File: src/rtl/stream_min_max.sv
// stream_min_max: streaming signed min/max/count reduction over one frame of samples.
// Latency: out_valid rises on the edge that accepts the in_last sample.
// Backpressure: in_ready is low while a result waits, so there is always a one-cycle bubble between frames.
//
// Ports:
//   clk, rst                           clock; synchronous active-low reset
//   in_valid/in_ready/in_data/in_last  sample stream in; in_last closes the frame
//   out_valid/out_ready                result handshake
//   out_min/out_max/out_count          signed min, signed max and saturating sample count of the frame

// comparator_lt: lt = (a < b) for two's-complement a and b, combinational.
// Both operands are sign-extended by one bit before subtracting, so the difference
// cannot overflow. Its sign bit is therefore a correct signed less-than, even for the extremes.
module comparator_lt #(
  parameter int N = 32
) (
  input  logic [N-1:0] a,
  input  logic [N-1:0] b,
  output logic         lt
);

  logic [N:0] a_x;
  logic [N:0] b_x;

  assign a_x = {a[N-1], a};
  assign b_x = {b[N-1], b};
  assign lt  = 1'((a_x - b_x) >> N);

endmodule

module stream_min_max #(
  parameter int N  = 32,
  parameter int CW = 16
) (
  input  logic          clk,
  input  logic          rst,
  input  logic          in_valid,
  output logic          in_ready,
  input  logic [N-1:0]  in_data,
  input  logic          in_last,
  output logic          out_valid,
  input  logic          out_ready,
  output logic [N-1:0]  out_min,
  output logic [N-1:0]  out_max,
  output logic [CW-1:0] out_count
);

  typedef enum logic [1:0] {
    S_FIRST = 2'd0,
    S_ACCUM = 2'd1,
    S_HOLD  = 2'd2
  } state_t;

  state_t        state;
  state_t        state_nxt;
  logic [N-1:0]  min_q;
  logic [N-1:0]  min_nxt;
  logic [N-1:0]  max_q;
  logic [N-1:0]  max_nxt;
  logic [CW-1:0] cnt_q;
  logic [CW-1:0] cnt_nxt;

  logic acc;
  logic take;
  logic new_min;
  logic new_max;

  // sample < current min
  comparator_lt #(.N(N)) u_lt_min (
    .a  (in_data),
    .b  (min_q),
    .lt (new_min)
  );

  // current max < sample
  comparator_lt #(.N(N)) u_lt_max (
    .a  (max_q),
    .b  (in_data),
    .lt (new_max)
  );

  assign in_ready  = (state != S_HOLD);
  assign out_valid = (state == S_HOLD);
  assign acc       = in_valid & in_ready;
  assign take      = out_valid & out_ready;

  assign out_min   = min_q;
  assign out_max   = max_q;
  assign out_count = cnt_q;

  always_comb begin
    state_nxt = state;
    min_nxt   = min_q;
    max_nxt   = max_q;
    cnt_nxt   = cnt_q;

    unique case (state)
      S_FIRST: begin
        if (acc) begin
          // First sample seeds both extremes. This also overwrites the previous frame's result.
          min_nxt   = in_data;
          max_nxt   = in_data;
          cnt_nxt   = CW'(1);
          state_nxt = in_last ? S_HOLD : S_ACCUM;
        end
      end
      S_ACCUM: begin
        if (acc) begin
          // Strict compares, so a sample equal to the current extreme leaves it untouched.
          if (new_min) min_nxt = in_data;
          if (new_max) max_nxt = in_data;
          if (cnt_q != {CW{1'b1}}) cnt_nxt = cnt_q + CW'(1);
          if (in_last) state_nxt = S_HOLD;
        end
      end
      S_HOLD: begin
        // The result registers stay frozen here. They remain readable after the
        // take until the next frame's first sample replaces them.
        if (take) state_nxt = S_FIRST;
      end
      default: state_nxt = S_FIRST;
    endcase
  end

  always_ff @(posedge clk) begin
    if (!rst) begin
      state <= S_FIRST;
      min_q <= '0;
      max_q <= '0;
      cnt_q <= '0;
    end else begin
      state <= state_nxt;
      min_q <= min_nxt;
      max_q <= max_nxt;
      cnt_q <= cnt_nxt;
    end
  end

endmodule
File: config.mk
export PLATFORM = sky130hd
export DESIGN_NAME = stream_min_max
export DESIGN_NICKNAME = d
export VERILOG_FILES = /design/src/rtl/stream_min_max.sv
export SDC_FILE = /design/constraint.sdc
export NUM_CORES = 1
export LEC_CHECK = 0
export BUFFER_PORTS_ARGS = -buffer_cell sky130_fd_sc_hd__buf_2
export CAP_MARGIN = 20
export CORE_MARGIN = 10
export CORE_UTILIZATION = 40
export CTS_CLUSTER_DIAMETER = 200
export CTS_CLUSTER_SIZE = 40
export DETAILED_ROUTE_END_ITERATION = 8
export SLEW_MARGIN = 40
export SYNTH_ARGS = -nofsm -noshare
export SYNTH_HDL_FRONTEND = slang
export SYNTH_HIERARCHICAL = 1
export SYNTH_SLANG_ARGS = --single-unit
export TNS_END_PERCENT = 100
File: constraint.sdc
create_clock -name clk -period 3.3 [get_ports clk]
set_clock_uncertainty 0.1 [all_clocks]
set_input_delay 0.495 -clock clk [delete_from_list [all_inputs] [get_ports clk]]
set_output_delay 0.495 -clock clk [all_outputs]
set_load 0.05 [all_outputs]
==> results.json <==
{
  "slew_violations": 0,
  "final_util_pct": 49.9,
  "cts_tree": "yes",
  "die_x_um": 132,
  "final_common_cell": "nand2_1",
  "ant_nets": 0,
  "fin_nets": 849,
  "cts_sinks": 82,
  "fmax_mhz": 352,
  "cts_resized": 0,
  "p_per_area_nw_per_um2": 462,
  "portBuffers": 118,
  "cp.arrival_ns": 3.01,
  "async_reset_ff_share_pct": 0,
  "grt_max_degree": 38,
  "syn2layout_area_growth_pct": 21.6,
  "cp_slowest_cell": "o21a_1",
  "multi_input_area_um2": 2960,
  "syn_avg_cell_area_um2": 7.83,
  "synthesis.nets": 735,
  "synth_area_um2": 4970,
  "ys.flop_type": "dfxtp_1",
  "die_h_um": 132,
  "drt-pass1-iter-count": 5,
  "cpPeakStageDelay_ns": 0.42,
  "tightest_slew_ns": 0.688,
  "endpoint_kind": "flip-flop",
  "drt_wl_total_um": 14800,
  "synth_seq_cells": 82,
  "numCtsBuffers": 9,
  "grt_pass1_wl_um": 23900,
  "grt.overflow.total": 0,
  "syn_inst": 635,
  "dieArea_um2": 17300,
  "yosysTopAreaCell": "dfxtp_1",
  "required_ns": 3.47,
  "dp_slack_ns": 0.0962,
  "setup_viol": 0,
  "place_congestion": 0.846,
  "drive_above_1_share_pct": 20.5,
  "ios": 119,
  "ys_top_cells_by_area": "dfxtp_1, ha_1, nand2_1",
  "start_util_pct": 41.1,
  "cts_root_buf": "clkbuf_16",
  "antenna_found_initial": 0,
  "hold_depth": 3,
  "start_kind": "flip-flop",
  "synth_edf_count": 0,
  "period_share_pct": 86.0,
  "final.setup.tns_ns": 0,
  "rr_worst_depth": 10,
  "synth_top_area_share_pct": 33.0,
  "htreeDepth": 3,
  "relSlewSlack_pct": 54.2,
  "clkTransAtPathRegs_ns": 0.06,
  "crit_chain": "inv_1 -> ha_1 -> nand4_1 -> nor4_1 -> a211oi_1 -> o22ai_1 -> o21a_1 -> buf_4 -> nand2_1 -> a21boi_0",
  "dp.final_hpwl_um": 11600,
  "routed_via_density": 5.16,
  "register_area_um2": 1640,
  "mostFrequentLayoutCells": "nand2_1, buf_2, dfxtp_1",
  "fill_cells": 1203,
  "cts_setup_buffers": 0,
  "post_drt_wl_per_cell_um": 16.0,
  "cts_buffer_depth": 2,
  "cts_hold_buf": 0,
  "ys_warn_count": 6,
  "grt_pass1_vias": 4617,
  "hold_ws_ns": 0.332,
  "drcViolationCount": 0,
  "hold_violations": 0,
  "core-area_um2": 12100,
  "num_vias": 4755,
  "fin_crit_ns": 2.84,
  "clk_latency_ns": 0.35,
  "drtIter0Drc": 315,
  "worstHoldPathType": "input port to flip-flop",
  "diodes": 0,
  "ys_seq_area_share_pct": 33.0,
  "cap_violations": 0,
  "grt.total_usage_pct": 16.9,
  "p_leak_nw": 2.80,
  "core.rowCount": 40,
  "yosysUniqueCellTypes": 50,
  "status": "finished, final reports clean",
  "critPathKind": "flip-flop to flip-flop",
  "setup_slack_ns": 0.461,
  "cp_max_fo": 12,
  "peakVddDrop_uv": 174,
  "grt_setup_unrepaired": "false"
}
[metal layers]
layer  share of wire [%]  global-route usage, %  vias to the layer above
met2                  46                   27.6                      127
met1                  46                   20.6                     2211
li1                    -                      -                     2395
met3                 5.8                   4.27                       22
met4                 2.0                   6.86                        0
met5                   0                      0                        -
[area by class of cell]
cell class | count | share of cell area, %
Clock buffer | 10 | 3.95
Clock inverter | 5 | 0.910
Inverter | 69 | 4.28
Multi-Input combinational cell | 457 | 49.0
Sequential cell | 82 | 27.1
Tap cell | 168 | 3.47
Timing Repair Buffer | 130 | 11.3
[where the power goes]
part           internal, W  switching (W)  total [W]
Combinational     0.000206       0.000480   0.000686
Sequential         0.00105      0.0000507    0.00110
Clock             0.000600       0.000413    0.00101
Total              0.00185       0.000943    0.00280
[through the flow]
stage | instance area (um2) | total power, W | instances
3_3_place_gp | 5760 | 0.00179 | 906
5_1_grt | 6050 | 0.00294 | 921
4_1_cts | 6050 | 0.00283 | 921
3_5_place_dp | 5760 | 0.00181 | 906
2_1_floorplan | 4970 | 0.00159 | 635
6_report | 6050 | 0.00280 | 921
[registers in the layout (all words and copies together), names as in the netlist]
name,cells
out_count,16
out_max,32
out_min,32
state,2
[cells by family (layout without fill, tap and decap cells)]
group,after synthesis,count (layout),synth area share [%]
simple gates,239,239,21.9
compound gates,153,153,21.3
buf+inv,96,214,7.55
flops,82,82,33.0
fa+ha+maj,63,63,15.8
mux,2,2,0.403
[worst max-delay path, delay by kind of cell (launching register included)]
family / cells / cell delay [ns]
simple gates: 3 / 0.59
fa+ha+maj: 1 / 0.34
flops: 1 / 0.37
buf+inv: 2 / 0.36
compound gates: 4 / 0.99
[synthesized netlist by cell type (all sizes together), types with 5 or more instances]
| library cell | count |
|---|---|
| nand2 | 157 |
| dfxtp | 82 |
| a21boi | 72 |
| inv | 69 |
| ha | 63 |
| o21ai | 24 |
| a21oi | 22 |
| nand3 | 21 |
| clkbuf | 18 |
| nor2 | 13 |
| buf | 9 |
| nand4 | 9 |
| nor3 | 8 |
| a31oi | 7 |
| nand2b | 7 |
| and2 | 5 |
| o21a | 5 |
[path summary, 6_finish.rpt]
check                                               from                  endpoint  slack [ns]
worst max-delay path            out_min[31]$_SDFFE_PN0P_  out_min[21]$_SDFFE_PN0P_        0.46
worst min-delay path                         in_data[26]  out_min[26]$_SDFFE_PN0P_        0.33
worst max register to register  out_min[31]$_SDFFE_PN0P_  out_min[21]$_SDFFE_PN0P_        0.46
worst min register to register   out_min[4]$_SDFFE_PN0P_   out_min[4]$_SDFFE_PN0P_        0.37
(Power assumes the default switching activity.)
